### src/rtl/vga_timing_pkg.sv
// vga_timing_pkg: standard VGA timing constants and a helper deriving line/frame spans
package vga_timing_pkg;

    localparam int VGA640_H_ACTIVE = 640;
    localparam int VGA640_H_FRONT  = 16;
    localparam int VGA640_H_SYNC   = 96;
    localparam int VGA640_H_BACK   = 48;
    localparam int VGA640_V_ACTIVE = 480;
    localparam int VGA640_V_FRONT  = 10;
    localparam int VGA640_V_SYNC   = 2;
    localparam int VGA640_V_BACK   = 33;

    localparam int SVGA800_H_ACTIVE = 800;
    localparam int SVGA800_H_FRONT  = 40;
    localparam int SVGA800_H_SYNC   = 128;
    localparam int SVGA800_H_BACK   = 88;
    localparam int SVGA800_V_ACTIVE = 600;
    localparam int SVGA800_V_FRONT  = 1;
    localparam int SVGA800_V_SYNC   = 4;
    localparam int SVGA800_V_BACK   = 23;

    typedef struct packed {
        int total;
        int beg;
        int fin;
    } span_t;

    // Order within a line/frame is sync, back porch, active, front porch.
    function automatic span_t span_calc(int active, int front, int sync, int back);
        span_t s;
        s.total = sync + back + active + front;
        s.beg   = sync + back;
        s.fin   = sync + back + active;
        return s;
    endfunction

endpackage

### src/rtl/vga_timing_gen_if.sv
// vga_timing_gen_if: control inputs and timing outputs of the VGA timing generator
// master: generator side (i_Ce/i_Restart in; sync, valid, coords, strobes, frame count out)
// slave:  consumer side
interface vga_timing_gen_if #(parameter int COORD_W = 12);

    logic               i_Ce;
    logic               i_Restart;
    logic               o_HSync;
    logic               o_VSync;
    logic               o_valid;
    logic [COORD_W-1:0] o_x;
    logic [COORD_W-1:0] o_y;
    logic               o_line_start;
    logic               o_frame_start;
    logic [15:0]        o_frame_cnt;

    modport master (
        input  i_Ce, i_Restart,
        output o_HSync, o_VSync, o_valid, o_x, o_y, o_line_start, o_frame_start, o_frame_cnt
    );

    modport slave (
        output i_Ce, i_Restart,
        input  o_HSync, o_VSync, o_valid, o_x, o_y, o_line_start, o_frame_start, o_frame_cnt
    );

endinterface

### src/rtl/vga_delay_line.sv
// vga_delay_line: ce-gated shift register with async active-low reset; DEPTH=0 passes through
// Ports: i_Clk, i_Rst_n, i_Ce (advance), i_d (input word), o_q (word DEPTH enabled edges old)
module vga_delay_line #(
    parameter int                WIDTH     = 1,
    parameter int                DEPTH     = 0,
    parameter logic [WIDTH-1:0]  RESET_VAL = '0
) (
    input  logic             i_Clk,
    input  logic             i_Rst_n,
    input  logic             i_Ce,
    input  logic [WIDTH-1:0] i_d,
    output logic [WIDTH-1:0] o_q
);

    if (DEPTH == 0) begin : g_pass
        assign o_q = i_d;
    end else begin : g_shift
        logic [DEPTH*WIDTH-1:0] sr_q, sr_d;
        // Truncating the concatenation drops the oldest word: a one-word shift.
        always_comb sr_d = i_Ce ? (DEPTH*WIDTH)'({sr_q, i_d}) : sr_q;
        always_ff @(posedge i_Clk or negedge i_Rst_n)
            if (!i_Rst_n) sr_q <= {DEPTH{RESET_VAL}};
            else          sr_q <= sr_d;
        assign o_q = sr_q[DEPTH*WIDTH-1 -: WIDTH];
    end

endmodule

### src/rtl/vga_timing_gen.sv
// vga_timing_gen: parametrised VGA sync/position generator with frame counter and output delay
// Ports: i_Clk, i_Rst_n (async active-low), vga (master: i_Ce, i_Restart in; o_HSync, o_VSync,
//        o_valid, o_x, o_y, o_line_start, o_frame_start, o_frame_cnt out)
module vga_timing_gen
    import vga_timing_pkg::*;
#(
    parameter int H_ACTIVE   = VGA640_H_ACTIVE,
    parameter int H_FRONT    = VGA640_H_FRONT,
    parameter int H_SYNC     = VGA640_H_SYNC,
    parameter int H_BACK     = VGA640_H_BACK,
    parameter int V_ACTIVE   = VGA640_V_ACTIVE,
    parameter int V_FRONT    = VGA640_V_FRONT,
    parameter int V_SYNC     = VGA640_V_SYNC,
    parameter int V_BACK     = VGA640_V_BACK,
    parameter bit H_SYNC_POL = 1'b0,
    parameter bit V_SYNC_POL = 1'b0,
    parameter int COORD_W    = 12,
    parameter int DELAY      = 0
) (
    input logic               i_Clk,
    input logic               i_Rst_n,
    vga_timing_gen_if.master  vga
);

    localparam span_t H_SP = span_calc(H_ACTIVE, H_FRONT, H_SYNC, H_BACK);
    localparam span_t V_SP = span_calc(V_ACTIVE, V_FRONT, V_SYNC, V_BACK);

    if (H_SP.total >= (1 << COORD_W) || V_SP.total >= (1 << COORD_W) || DELAY > 15 || DELAY < 0 ||
        H_ACTIVE == 0 || H_FRONT == 0 || H_SYNC == 0 || H_BACK == 0 ||
        V_ACTIVE == 0 || V_FRONT == 0 || V_SYNC == 0 || V_BACK == 0) begin : g_bad_params
        $error("vga_timing_gen: illegal timing parameters");
    end

    localparam logic [COORD_W-1:0] H_LAST = COORD_W'(H_SP.total - 1);
    localparam logic [COORD_W-1:0] H_BEG  = COORD_W'(H_SP.beg);
    localparam logic [COORD_W-1:0] H_END  = COORD_W'(H_SP.fin);
    localparam logic [COORD_W-1:0] H_SYN  = COORD_W'(H_SYNC);
    localparam logic [COORD_W-1:0] V_LAST = COORD_W'(V_SP.total - 1);
    localparam logic [COORD_W-1:0] V_BEG  = COORD_W'(V_SP.beg);
    localparam logic [COORD_W-1:0] V_END  = COORD_W'(V_SP.fin);
    localparam logic [COORD_W-1:0] V_SYN  = COORD_W'(V_SYNC);

    // Output bus: {hsync, vsync, valid, x, y, line_start, frame_start, frame_cnt}
    localparam int                 W       = 5 + 2 * COORD_W + 16;
    localparam logic [W-1:0]       RST_VEC = {~H_SYNC_POL, ~V_SYNC_POL, {(W-2){1'b0}}};

    logic [COORD_W-1:0] h_q, h_d, v_q, v_d, x, y;
    logic [15:0]        f_q, f_d;
    logic               h_wrap, f_wrap, valid;
    logic [W-1:0]       dec, out;

    always_comb begin
        h_wrap = h_q == H_LAST;
        f_wrap = h_wrap && v_q == V_LAST;
        h_d    = !vga.i_Ce ? h_q : (vga.i_Restart || h_wrap) ? '0 : h_q + 1'b1;
        v_d    = !vga.i_Ce ? v_q : (vga.i_Restart || f_wrap) ? '0 : h_wrap ? v_q + 1'b1 : v_q;
        f_d    = (vga.i_Ce && (vga.i_Restart || f_wrap)) ? f_q + 1'b1 : f_q;
        valid  = h_q >= H_BEG && h_q < H_END && v_q >= V_BEG && v_q < V_END;
        x      = valid ? h_q - H_BEG : '0;
        y      = valid ? v_q - V_BEG : '0;
        dec    = {(h_q < H_SYN) ? H_SYNC_POL : ~H_SYNC_POL,
                  (v_q < V_SYN) ? V_SYNC_POL : ~V_SYNC_POL,
                  valid, x, y, h_q == '0, h_q == '0 && v_q == '0, f_q};
    end

    always_ff @(posedge i_Clk or negedge i_Rst_n)
        if (!i_Rst_n) begin
            h_q <= '0;
            v_q <= '0;
            f_q <= '0;
        end else begin
            h_q <= h_d;
            v_q <= v_d;
            f_q <= f_d;
        end

    // One mandatory register stage plus DELAY alignment stages, all ce-gated.
    vga_delay_line #(.WIDTH(W), .DEPTH(DELAY + 1), .RESET_VAL(RST_VEC)) u_dly (
        .i_Clk  (i_Clk),
        .i_Rst_n(i_Rst_n),
        .i_Ce   (vga.i_Ce),
        .i_d    (dec),
        .o_q    (out)
    );

    assign {vga.o_HSync, vga.o_VSync, vga.o_valid, vga.o_x, vga.o_y,
            vga.o_line_start, vga.o_frame_start, vga.o_frame_cnt} = out;

endmodule

### src/flat_wrapper.sv
// flat-port wrapper written by rule: the top's interface ports become plain ports
module vga_timing_gen_flat import vga_timing_pkg::*;
#(
    parameter int H_ACTIVE   = VGA640_H_ACTIVE,
    parameter int H_FRONT    = VGA640_H_FRONT,
    parameter int H_SYNC     = VGA640_H_SYNC,
    parameter int H_BACK     = VGA640_H_BACK,
    parameter int V_ACTIVE   = VGA640_V_ACTIVE,
    parameter int V_FRONT    = VGA640_V_FRONT,
    parameter int V_SYNC     = VGA640_V_SYNC,
    parameter int V_BACK     = VGA640_V_BACK,
    parameter bit H_SYNC_POL = 1'b0,
    parameter bit V_SYNC_POL = 1'b0,
    parameter int COORD_W    = 12,
    parameter int DELAY      = 0
)
  (i_Clk, i_Rst_n, vga_i_Ce, vga_i_Restart, vga_o_HSync, vga_o_VSync, vga_o_valid, vga_o_x, vga_o_y, vga_o_line_start, vga_o_frame_start, vga_o_frame_cnt);
  vga_timing_gen_if #(.COORD_W(COORD_W)) vga_i ();
  input logic i_Clk;
  input logic i_Rst_n;
  input wire logic [$bits(vga_i.i_Ce)-1:0] vga_i_Ce;
  input wire logic [$bits(vga_i.i_Restart)-1:0] vga_i_Restart;
  output wire logic [$bits(vga_i.o_HSync)-1:0] vga_o_HSync;
  output wire logic [$bits(vga_i.o_VSync)-1:0] vga_o_VSync;
  output wire logic [$bits(vga_i.o_valid)-1:0] vga_o_valid;
  output wire logic [$bits(vga_i.o_x)-1:0] vga_o_x;
  output wire logic [$bits(vga_i.o_y)-1:0] vga_o_y;
  output wire logic [$bits(vga_i.o_line_start)-1:0] vga_o_line_start;
  output wire logic [$bits(vga_i.o_frame_start)-1:0] vga_o_frame_start;
  output wire logic [$bits(vga_i.o_frame_cnt)-1:0] vga_o_frame_cnt;
  assign vga_i.i_Ce = vga_i_Ce;
  assign vga_i.i_Restart = vga_i_Restart;
  assign vga_o_HSync = vga_i.o_HSync;
  assign vga_o_VSync = vga_i.o_VSync;
  assign vga_o_valid = vga_i.o_valid;
  assign vga_o_x = vga_i.o_x;
  assign vga_o_y = vga_i.o_y;
  assign vga_o_line_start = vga_i.o_line_start;
  assign vga_o_frame_start = vga_i.o_frame_start;
  assign vga_o_frame_cnt = vga_i.o_frame_cnt;
  vga_timing_gen #(.H_ACTIVE(H_ACTIVE), .H_FRONT(H_FRONT), .H_SYNC(H_SYNC), .H_BACK(H_BACK), .V_ACTIVE(V_ACTIVE), .V_FRONT(V_FRONT), .V_SYNC(V_SYNC), .V_BACK(V_BACK), .H_SYNC_POL(H_SYNC_POL), .V_SYNC_POL(V_SYNC_POL), .COORD_W(COORD_W), .DELAY(DELAY)) u_core (.i_Clk(i_Clk), .i_Rst_n(i_Rst_n), .vga(vga_i));
endmodule
### config.mk
export PLATFORM = sky130hd
export DESIGN_NAME = vga_timing_gen_flat
export DESIGN_NICKNAME = d
export VERILOG_FILES = /design/src/rtl/vga_timing_pkg.sv /design/src/rtl/vga_timing_gen_if.sv /design/src/rtl/vga_delay_line.sv /design/src/rtl/vga_timing_gen.sv /design/src/flat_wrapper.sv
export SDC_FILE = /design/constraint.sdc
export NUM_CORES = 1
export LEC_CHECK = 0
export CAP_MARGIN = 20
export CORE_ASPECT_RATIO = 0.5
export CORE_MARGIN = 3
export CORE_UTILIZATION = 35
export DETAILED_ROUTE_END_ITERATION = 8
export SYNTH_ARGS = -nofsm -noshare
export SYNTH_HDL_FRONTEND = slang
export SYNTH_SLANG_ARGS = --single-unit
### constraint.sdc
create_clock -name i_Clk -period 3.4 [get_ports i_Clk]
set_input_delay 0.34 -clock i_Clk [delete_from_list [all_inputs] [get_ports i_Clk]]
set_output_delay 0.34 -clock i_Clk [all_outputs]
set_load 0.05 [all_outputs]
==> impl_results.md <==
- Status: complete, no violations
- Maximum VDD drop: 298.7 µV
- # fillers: 1105
- Reg2reg setup slack: 0.91 ns
- # diodes: 0
- Worst Reg-to-Reg Cells: 6
- DRT Wirelength: 9561 µm
- Largest net degree at the start of global routing: 65
- Worst Path Max Fanout: 12
- Hold crit path type: in2async
- # Max-Cap Violations: 0
- Setup TNS: 0 ns
- CTS tree: done
- First DRT Iteration DRCs: 165
- Met2 wire len: 3944 µm
- Global-route wire length before repair: 16590 µm
- Clock buffer depth: 2
- Initial Utilization: 0.3704
- Final setup viols: 0
- Top post-synthesis cells by area: dfrtp_1 (50%), xnor2_1 (5.9%), mux2_2 (4.3%), inv_1 (3.5%), xor2_1 (3.3%)
- Worst Tran Pin Value: 0.8329 ns
- Worst Clk Skew: 0.008082 ns
- CP Data Arrival Time: 2.71 ns
- Slew Limit Fails: 0
- Mean Syn Cell Area: 10.03 µm²
- Reg clk slew, reported paths: 0.06 ns
- Initial antenna violation count: 0
- FP Rows: 27
- M1 WL: 5024 µm
- CORE AREA: 11320 µm²
- Critical Path RT: 3.62 ns
- Uppermost layer routed: met4
- Area Growth Syn to Fin: 22.24%
- Total CTS buffers: 9
- Post-synth top flop: dfrtp_1
- Mapped cell area: 4192 µm²
- # hold bufs at CTS: 0
- Number of synthesized flops with an enable pin: 0
- Root Buffer: clkbuf_16
- CP endpoint kind: flop
- Vias in the first global route: 3136
- Yosys reg bits: 85
- IO Pins: 49
- Die width: 160.8 µm
- Dpl hpwl: 6399 µm
- Gpl congestion: 0.8546
- Die ar.: 13400 µm²
- Post-cts resize count: 0
- Drt via density: 5.023
- Hold Violations, Final: 0
- Period utilisation layout: 0.7324
- Crit. Startpoint: u_core.v_q[0]
- Leakage: 2.209 nW
- Die H: 83.38 µm
- CP endpoint: u_core.u_dly.o_q[33]
- Post-Syn Nets: 431
- WL met3: 475 µm
- Synth area leader: dfrtp_1
- Nets: 466
- Post-CTS setup buffer count: 0
- DRC violations left: 0
- Sequential share of the synthesized area: 0.5081
- Reg2reg end: u_core.u_dly.o_q[33]
- WS Path Type: reg2reg
- RSZ-0062 raised after global routing: no
- Synth warn: 0
- Drt pass-1 iters: 4
- Clock insertion delay at the later pin of the skew report: 0.35 ns
- Grt total ovfl: 0
- Wire length per cell: 15.50 µm
- Fmax: 401.6 MHz
- Post-Syn Instances: 418
- Power per cell area: 526.5 nW/µm²
- Gr usage total: 0.1531
- Clk sinks: 85
- Vias post-DR: 3099
- H-tree level count: 3
- Critical Path Start Type: flop
- Async set or reset register ratio after synthesis: 1.000
- Final period demand of the worst path: 2.490 ns
- Final ANT Viol Nets: 0
- Layout cells sized above 1: 0.1114
- Yosys cell types: 50
- Buffers on Ports: 48
- Yosys top cell area share: 0.4955
- Worst rel slew slack: 0.4447
- Fin util: 0.4527
- Reg-to-Reg Start: u_core.v_q[0]
power breakdown:
| group | leakage (nW) | switching, W | total [W] | internal, W |
|---|---|---|---|---|
| Combinational | 0.898 | 0.000276 | 0.000431 | 0.000155 |
| Clock | 0.160 | 0.000425 | 0.00110 | 0.000670 |
| Sequential | 1.15 | 0.0000809 | 0.00117 | 0.00109 |
| Total | 2.21 | 0.000782 | 0.00270 | 0.00192 |
flip-flops by register name, indices dropped and copies added (netlist names):
register and cells:
u_core.v_q 12, u_core.h_q 12, u_core.f_q 16, u_core.u_dly.o_q 45
per-layer routing:
metal	vias to the layer above	global-route usage
li1	1502	-
met1	1515	0.2281
met2	74	0.2146
met3	8	0.04185
met4	0	0.04684
met5	-	0
Yosys cell counts, drive strengths merged, types with 2 or more instances:
master and number:
nor2b 2, nand2 22, nor3 13, xnor2 28, a31oi 2, or2 2, nand4 17, o41ai 2
buf 11, a21oi 6, nor2 37, o32ai 3, mux2 16, nor4 6, inv 39, and2 3
o22ai 22, dfrtp 83, ha 9, and4b 2, nor4b 2, nand2b 2, and3 6, dfstp 2
xor2 16, o31ai 2, nand3 21, o21ai 11, clkbuf 19
cells by family after synthesis:
family / share of synthesized area
mux: 0.04537
flops: 0.5081
xor+xnor: 0.09194
simple gates: 0.1797
compound gates: 0.08209
fa+ha+maj: 0.02687
buf+inv: 0.06597
critical path: stages (launching register included):
cell and delay (ns):
dfrtp_1 0.49, ha_1 0.36, o41ai_1 0.66, nand3_1 0.19, nand3_1 0.31, buf_4 0.25
o22ai_1 0.10
stage by stage:
stage	cell area [µm²]	setup slack (ns)	total power (W)	cells	hold WS, ns
after floorplan	4192	1.302	0.001463	418	0.04441
after global placement	4791	0.8960	0.001621	601	0.4638
after detailed placement	4791	0.9321	0.001625	601	0.4625
after CTS	5124	0.8644	0.002733	617	0.1260
after global routing	5124	0.6924	0.002822	617	0.1528
final	5124	0.9098	0.002698	617	0.08311
worst min path at each step:
stage	start	endpoint	slack [ns]
4_1_cts	i_Rst_n	u_core.u_dly.o_q[8]	0.13
3_3_place_gp	u_core.f_q[15]	u_core.f_q[15]	0.46
2_1_floorplan	i_Rst_n	u_core.f_q[0]	0.04
3_5_place_dp	u_core.f_q[15]	u_core.f_q[15]	0.46
6_report	i_Rst_n	u_core.u_dly.o_q[9]	0.08
5_1_grt	i_Rst_n	u_core.u_dly.o_q[14]	0.15
placed cells by master (no fill, tap or decap), types with 3 or more instances in the layout:
cell             netlist  final
nor4_1                 4      4
ha_1                   9      9
nor2_1                37     37
nand2_1               21     21
xor2_1                16     16
nor3_1                13     13
buf_4                  2      6
nand3_1               21     21
mux2_2                16     16
nand4_1               17     17
o21ai_0               10     10
and2_1                 3      3
clkdlybuf4s50_1        0     46
dfrtp_1               83     83
and3_1                 6      6
o32ai_1                3      3
clkbuf_16              0      9
o22ai_1               22     22
a21oi_1                6      6
inv_1                 39     39
xnor2_1               28     28
layout make-up:
class	instances	area, µm²	area share
inverter	39	146.4	0.02857
clock inverter	6	93.84	0.01832
timing repair buffer	54	530.5	0.1035
multi-input combinational	264	1785	0.3485
sequential	85	2130	0.4156
clock buffer	10	239.0	0.04664
tap	159	198.9	0.03883
Power figures use the tool's default switching activity.
